**src/rtl/can_frame_rx.sv**
```systemverilog
// CAN-style frame receiver (no bit stuffing).
// Fields: SOF, 11-bit ID, 8-bit CTRL, 32-bit DATA, 15-bit CRC, ACK slot, 1 EOF bit.
// Filters the ID, checks CRC-15 and drives the ACK slot on txd.
// Passes accepted frames to a FIFO, or reports a CRC, form or overflow error.
module can_frame_rx #(
    parameter logic [10:0] ACCEPT_ID   = 11'h550,
    parameter logic [10:0] ACCEPT_MASK = 11'h7FF
) (
    input  logic        clk,
    input  logic        n_rst,
    input  logic        bit_en,
    input  logic        rxd,
    input  logic        fifo_full,
    output logic        txd,
    output logic        write_fifo,
    output logic [10:0] rx_id,
    output logic [7:0]  rx_ctrl,
    output logic [31:0] rx_data,
    output logic        crc_err,
    output logic        form_err,
    output logic        overflow
);

    typedef enum logic [2:0] {
        S_IDLE = 3'd0,
        S_ID   = 3'd1,
        S_CTRL = 3'd2,
        S_DATA = 3'd3,
        S_CRC  = 3'd4,
        S_ACK  = 3'd5,
        S_EOF  = 3'd6
    } state_e;

    state_e      state_r;
    state_e      state_nxt_s;
    logic [5:0]  cnt_r;
    logic [14:0] crc_r;
    logic [10:0] id_sh_r;
    logic [7:0]  ctrl_sh_r;
    logic [31:0] data_sh_r;
    // Holds 14 received CRC bits; the 15th bit goes straight into the compare.
    logic [13:0] rcrc_sh_r;
    logic        id_ok_r;
    logic        crc_ok_r;

    logic        field_last_s;
    logic [10:0] id_shift_s;
    logic [14:0] rcrc_shift_s;
    logic        id_match_s;
    logic        crc_match_s;

    // One CRC-15 step: polynomial 0x4599, processing the message MSB first.
    function automatic logic [14:0] crc15_step(input logic [14:0] crc, input logic b);
        logic fb;
        fb = b ^ crc[14];
        crc15_step = {crc[13:0], 1'b0} ^ (fb ? 15'h4599 : 15'h0000);
    endfunction

    // Shadow values that include the bit being sampled now, used for the end-of-field checks.
    always_comb begin
        id_shift_s   = {id_sh_r[9:0], rxd};
        rcrc_shift_s = {rcrc_sh_r, rxd};
        id_match_s   = (((id_shift_s ^ ACCEPT_ID) & ACCEPT_MASK) == 11'h000);
        crc_match_s  = (rcrc_shift_s == crc_r);
    end

    // Detect the last bit of the current field and choose the next state.
    always_comb begin
        state_nxt_s  = state_r;
        field_last_s = 1'b0;
        case (state_r)
            S_IDLE:  field_last_s = ~rxd;
            S_ID:    field_last_s = (cnt_r == 6'd10);
            S_CTRL:  field_last_s = (cnt_r == 6'd7);
            S_DATA:  field_last_s = (cnt_r == 6'd31);
            S_CRC:   field_last_s = (cnt_r == 6'd14);
            S_ACK:   field_last_s = 1'b1;
            S_EOF:   field_last_s = 1'b1;
            default: field_last_s = 1'b1;
        endcase
        if (bit_en && field_last_s) begin
            case (state_r)
                S_IDLE:  state_nxt_s = S_ID;
                S_ID:    state_nxt_s = S_CTRL;
                S_CTRL:  state_nxt_s = S_DATA;
                S_DATA:  state_nxt_s = S_CRC;
                S_CRC:   state_nxt_s = S_ACK;
                S_ACK:   state_nxt_s = S_EOF;
                S_EOF:   state_nxt_s = S_IDLE;
                default: state_nxt_s = S_IDLE;
            endcase
        end else begin
            state_nxt_s = state_r;
        end
    end

    // State register.
    always_ff @(posedge clk or negedge n_rst) begin
        if (!n_rst) begin
            state_r <= S_IDLE;
        end else begin
            state_r <= state_nxt_s;
        end
    end

    // Bit counter, CRC, shadows, ACK drive and one-cycle result pulses.
    always_ff @(posedge clk or negedge n_rst) begin
        if (!n_rst) begin
            cnt_r      <= 6'd0;
            crc_r      <= 15'h0000;
            id_sh_r    <= 11'h000;
            ctrl_sh_r  <= 8'h00;
            data_sh_r  <= 32'h0000_0000;
            rcrc_sh_r  <= 14'h0000;
            id_ok_r    <= 1'b0;
            crc_ok_r   <= 1'b0;
            txd        <= 1'b1;
            write_fifo <= 1'b0;
            crc_err    <= 1'b0;
            form_err   <= 1'b0;
            overflow   <= 1'b0;
            rx_id      <= 11'h000;
            rx_ctrl    <= 8'h00;
            rx_data    <= 32'h0000_0000;
        end else begin
            write_fifo <= 1'b0;
            crc_err    <= 1'b0;
            form_err   <= 1'b0;
            overflow   <= 1'b0;
            if (bit_en) begin
                if ((state_r == S_IDLE) || field_last_s) begin
                    cnt_r <= 6'd0;
                end else begin
                    cnt_r <= cnt_r + 6'd1;
                end
                case (state_r)
                    S_IDLE: begin
                        if (!rxd) begin
                            crc_r <= crc15_step(15'h0000, 1'b0);
                        end
                    end
                    S_ID: begin
                        id_sh_r <= id_shift_s;
                        crc_r   <= crc15_step(crc_r, rxd);
                        if (field_last_s) begin
                            id_ok_r <= id_match_s;
                        end
                    end
                    S_CTRL: begin
                        ctrl_sh_r <= {ctrl_sh_r[6:0], rxd};
                        crc_r     <= crc15_step(crc_r, rxd);
                    end
                    S_DATA: begin
                        data_sh_r <= {data_sh_r[30:0], rxd};
                        crc_r     <= crc15_step(crc_r, rxd);
                    end
                    S_CRC: begin
                        rcrc_sh_r <= rcrc_shift_s[13:0];
                        if (field_last_s) begin
                            crc_ok_r <= crc_match_s;
                            txd      <= ~(id_ok_r && crc_match_s);
                        end
                    end
                    S_ACK: begin
                        txd <= 1'b1;
                    end
                    S_EOF: begin
                        if (!rxd) begin
                            form_err <= 1'b1;
                        end else if (id_ok_r && crc_ok_r) begin
                            if (fifo_full) begin
                                overflow <= 1'b1;
                            end else begin
                                write_fifo <= 1'b1;
                                rx_id      <= id_sh_r;
                                rx_ctrl    <= ctrl_sh_r;
                                rx_data    <= data_sh_r;
                            end
                        end
                        if (id_ok_r && !crc_ok_r) begin
                            crc_err <= 1'b1;
                        end
                    end
                    default: begin
                        txd <= 1'b1;
                    end
                endcase
            end
        end
    end

endmodule

```
**config.mk**
```make
export PLATFORM = sky130hd
export DESIGN_NAME = can_frame_rx
export DESIGN_NICKNAME = d
export VERILOG_FILES = /design/src/rtl/can_frame_rx.sv
export SDC_FILE = /design/constraint.sdc
export NUM_CORES = 1
export LEC_CHECK = 0
export ABC_AREA = 1
export ABC_CLOCK_PERIOD_IN_PS = 2700
export BUFFER_PORTS_ARGS = -buffer_cell sky130_fd_sc_hd__buf_2
export CORE_MARGIN = 1
export CORE_UTILIZATION = 63
export DETAILED_ROUTE_END_ITERATION = 10
export HOLD_SLACK_MARGIN = 0.03
export PLACE_DENSITY = 0.82
export SLEW_MARGIN = 0
export SYNTH_ARGS = -nofsm -noshare
export SYNTH_HDL_FRONTEND = slang
export SYNTH_SLANG_ARGS = --single-unit
```
**constraint.sdc**
```tcl
create_clock -name clk -period 2.7 [get_ports clk]
set_clock_uncertainty 0.05 [all_clocks]
set_input_delay 0.135 -clock clk [delete_from_list [all_inputs] [get_ports clk]]
set_output_delay 0.135 -clock clk [all_outputs]
set_load 0.005 [all_outputs]
```
Word-level counts from Yosys, hierarchy flattened

Cells that the tools add are included.

Register bits: 147
Latch bits: 0
RAM bits: 0
ROM bits: 0
Input bits: 5
Output and inout port bits: 56
Word-level logic and storage cells: 82
Memories kept: 0

Add/sub/neg operators: 1
Multiply operators: 0
Div/mod/pow operators: 0
Magnitude comparators: 0
Equality and inequality tests: 13
Shift-type cells: 0
Muxes and demuxes: 24
Bitwise gates (word level): 7
Reduce and logical (&&, ||, !) cells: 20

Operator list:

| cell                  | number |
|---|---|
| $mux W15              | 2 |
| $pmux W15 S2          | 1 |
| $pmux W3 S6           | 1 |
| $mux W1               | 17 |
| $eq A15 B15 Y1        | 1 |
| $xor A15 B15 Y15      | 1 |
| $eq A6 B4 Y1 const B  | 2 |
| $reduce_and A3 Y1     | 4 |
| $logic_not A11 Y1     | 1 |
| $eq A3 B3 Y1 const B  | 3 |
| $reduce_and A2 Y1     | 4 |
| $add A6 B1 Y6 const B | 1 |
| $eq A3 B2 Y1 const B  | 2 |
| $eq A6 B3 Y1 const B  | 1 |
| $eq A6 B5 Y1 const B  | 1 |
| $mux W6               | 1 |
| $pmux W1 S5           | 1 |
| $reduce_and A5 Y1     | 1 |
| $reduce_or A5 Y1      | 1 |
| $logic_and A1 B1 Y1   | 4 |
| $ne A2 B2 Y1 const B  | 2 |
| $not A1 Y1            | 4 |
| $not A4 Y4            | 1 |
| $eq A3 B1 Y1 const B  | 1 |
| other kinds (7)       | 7 |

Logic depth before layout (Yosys ltp)

Word-level depth: 5
Gate-level depth with buffers: 13
Mapped depth without buffers: 13

Least setup slack after synthesis

Ideal clock, no wire load.

Kind: register -> register
From: register state_r[1]
To: register cnt_r[3]
Setup time: 0.120 ns
Arrival time: 1.298 ns
Data required time: 2.530 ns
Slack: 1.232 ns
Stages on the path, launching flop included: 11
Buffers on the path: 0
Period minus slack after synthesis: 1.468 ns
Path through: dfrtp_1 -> nor2_2 -> nand2_1 -> nand2_1 -> nor2_2 -> nor2_1 -> nand3_2 -> nand2_1 -> inv_2 -> nor2_2 -> nor2_1

Longest elaborated chain between the ends: 4
Elaborated cells on any way between the ends: 8
Those cells by class: eq/ne: 4; mux: 2; reduce/logical: 2

Ends and longest elaborated chain:

| item                                       | line | source |
|---|---|---|
| start, declared                            | 34   | `state_e state_r;` |
| start signal, assigned                     | 102  | `state_r <= state_nxt_s;` |
| $eq A3 B3 Y1, or another cell as far along | 71   | `case (state_r)` |
| $pmux W1 S5                                | 71   |  |
| $logic_or A1 B1 Y1 (*)                     | 131  | `if ((state_r == S_IDLE) \|\| field_last_s) begin` |
| $mux W6 (*)                                | 131  |  |
| end signal, assigned                       | 134  | `cnt_r <= cnt_r + 6'd1;` |
| end, declared                              | 36   | `logic [5:0] cnt_r;` |

Every way passes the cells marked *; elsewhere a longest branch is shown, timed or not.
A chain may end at the register's enable or synchronous reset.

Final worst setup path

From: register state_r[2]
To: register rx_data[10]

Longest elaborated chain between the ends: 2

Ends and longest elaborated chain:

| item                        | line | source |
|---|---|---|
| $eq A3 B3 Y1                | 136  | `case (state_r)` |
| $reduce_and A5 Y1 (no line) | --   |  |
| end signal, assigned        | 177  | `rx_data <= data_sh_r;` |
| end, declared               | 18   | `output logic [31:0] rx_data,` |

Every way passes these cells.

==> impl_metrics.csv <==
group,metric,value,unit
clock_tree,clk_pin_slew,70,ps
placement,dpl.hpwl,7.56,mm
worst_setup_path,endpoint_kind,"flop",
sta,finalSetupViolations,0,
worst_setup_path,cpPeakStageDelay,710,ps
yosys,synth_nets,687,
worst_setup_path,path_buf_inv,2,
power_and_ir_drop,total_power,6.67,mW
power_and_ir_drop,p_per_area,939,nW/µm²
drt,wl_per_cell,13.9,µm
sta,tightest_slew,970,ps
power_and_ir_drop,power_leakage,3.55,nW
drt,drc,0,
drt,drt_iter0_drc,319,
clock_tree,clock-root-buffer,"clkbuf_8",
run,drv_cap,0,
floorplan,start_util,65.2,%
worst_setup_path,crit_required,3100,ps
power_and_ir_drop,peakVddDrop,0.480,mV
clock_tree,cts_tree,"built",
worst_setup_path,worstSetupStartpointType,"flop",
worst_setup_path,crit_path_start,"state_r[2]",
yosys,avgSynthCellArea,8.89,µm²
sta,fin_crit_sh,72.5,%
global_routing,grt.overflow.total,0,
drt,firstDrtPassIters,7,
clock_tree,cts_max_level,4,
sta,timing.hold.ws,132,ps
sta,clock.fmax,511,MHz
worst_setup_path,r2r_start,"state_r[2]",
yosys,ys_seq_area_share,60.8,%
clock_tree,clk_latency,530,ps
clock_tree,postCtsSetupBuffers,0,
global_routing,grt_max_degree,101,
drt,wl_met1,5.60,mm
placement,io_buffers,60,
worst_setup_path,critPathKind,"flop to flop",
yosys,synth_ff_type,"dfrtp_1",
worst_hold_path,min_path_type,"input port to async pin",
clock_tree,cts_sinks,147,
drt,routed_wirelength,12.3,mm
floorplan,io-pin-count,61,
yosys,synth-edff-count,0,
sta,tns,0,ps
global_routing,grt_pass1_wl,20.9,mm
drt,maxUsedRoutingLayer,"met4",
layout,antenna_cells,0,
layout,final_common_cell,"nand2_1",
sta,rsz0062_at_grt,"no",
sta,final_hold_viol_count,0,
yosys,ys_ff_latch,147,
clock_tree,clockBufferDepth,2,
drt,antenna_left,0,
drt,vias,4660,
global_routing,grt_usage,27.1,%
worst_setup_path,path_delay_family,"buffers and inverters",
worst_setup_path,arrival,2350,ps
floorplan,design.core.area,9280,µm²
yosys,async_reset_ff_share,100,%
yosys,yosys_warnings,0,
global_routing,antenna_found_initial,0,
drt,routed_via_density,5.24,
yosys,netlist_area,6060,µm²
sta,min_period,1960,ps
outcome,status,"finished clean",
worst_setup_path,path_cells,"inv_2 > nor3_2 > nand2_4 > buf_4 > nand2_1 > o21ai_1",
layout,area_delta_synth_final,17.4,%
drt,wl_met3,529,µm
floorplan,dieWidth,100,µm
layout,layout_common_cells,"206 x nand2_1, 146 x dfrtp_1, 94 x inv_1",
placement,gp_congestion,0.919,
sta,slew_headroom,35.3,%
yosys,ys_types,27,
layout,num-fill-cells,611,
yosys,syn-instance-count,681,
floorplan,row_count,35,
clock_tree,cts_resized,0,
floorplan,fp.dieH,100,µm
floorplan,dieArea,10000,µm²
layout,nNetsFinal,753,
clock_tree,cts_buffers,17,
worst_setup_path,crit_fanout,100,
global_routing,grt_pass1_vias,4494,
worst_setup_path,critPathSlowestCell,"buf_4",
drt,wl_met2,5.91,mm
sta,drv_slew,0,
layout,drive_above_1_share,15.7,%
==> cells in the mapped netlist, types with 5 or more instances <==
| cell | n | area (µm²) |
|---|---|---|
| dfrtp_1 | 146 | 3650 |
| inv_2 | 7 | 26.3 |
| inv_1 | 94 | 353 |
| xor2_1 | 9 | 78.8 |
| clkbuf_1 | 6 | 22.5 |
| o21ai_1 | 51 | 255 |
| nand2_2 | 5 | 31.3 |
| nand2_1 | 206 | 773 |
| o22ai_1 | 16 | 100 |
| nor2_1 | 17 | 63.8 |
| buf_2 | 18 | 90.1 |
| o21ai_0 | 66 | 330 |
| nand3_1 | 18 | 90.1 |
==> where the power goes <==
group	switching, mW	leakage [nW]	internal, mW
clock	1.05	0.291	1.29
combinational	0.978	1.26	0.483
sequential	0.285	2.00	2.58
==> layout make-up <==
type                    count  area [µm²]  share of cell area, %
clock buffers              17         414                   5.83
clock inverters            15         176                   2.48
inverters                 101         379                   5.33
well taps                 129         161                   2.27
multi-input cells         408        1880                   26.5
repair buffers             72         412                   5.79
flip-flops and latches    147        3680                   51.8
==> state kept, by name (all words and copies together) (netlist names), 3 cells and up <==
register / count
data_sh_r: 32
rx_ctrl: 8
id_sh_r: 11
ctrl_sh_r: 8
rcrc_sh_r: 14
rx_id: 11
cnt_r: 6
crc_r: 15
rx_data: 32
state_r: 3
==> metrics by stage <==
| step | instance area (µm²) | util, % | worst slack, ps | std cells |
|---|---|---|---|---|
| 2_1_floorplan | 6060 | - | 1230 | 681 |
| 3_3_place_gp | 6460 | 69.5 | 873 | 851 |
| 3_5_place_dp | 6460 | 69.5 | 775 | 851 |
| 4_1_cts | 7110 | 76.5 | 749 | 889 |
| 5_1_grt | 7110 | 76.5 | 530 | 889 |
| 6_report | 7110 | 76.5 | 743 | 889 |
==> repair_timing <==
item | CTS | global route
hold buffers | 6 | 0
hold endpoints to repair | 87 | 0
endpoints found under the setup margin | 0 | 0
==> worst register-to-register path, stage by stage, from the launching register on <==
cell and delay [ps]:
dfrtp_1 430, inv_2 170, nor3_2 110, nand2_4 70
buf_4 710, nand2_1 210, o21ai_1 130
==> path summary, 6_finish.rpt <==
path / end / slack, ps / cells past startpoint
worst max-delay path: rx_data[10] / 740 / 6
worst min-delay path: id_sh_r[1] / 130 / 2
worst max register to register: rx_data[10] / 740 / 6
worst min register to register: txd / 410 / 2
max in group asynchronous: rcrc_sh_r[13] / 1620 / 3
min in group clk: txd / 410 / 2
==> per-layer routing <==
layer	GRT usage (%)	up-vias
met1	37.3	2219
met4	12.3	0
met3	6.13	30
met2	41.5	132
li1	-	2279
met5	0	-
==> cells by family (layout without fill, tap and decap cells) <==
group	Yosys count	after routing	synth area share (%)
xor gates and xnor gates	12	12	1.86
DFF	147	147	60.8
and+or+nand+nor	260	260	17.4
AOI/OAI and AO/OA	135	135	11.5
buffers and inverters	126	205	8.20
adders and majority gates	1	1	0.207
(Power assumes the default switching activity.)
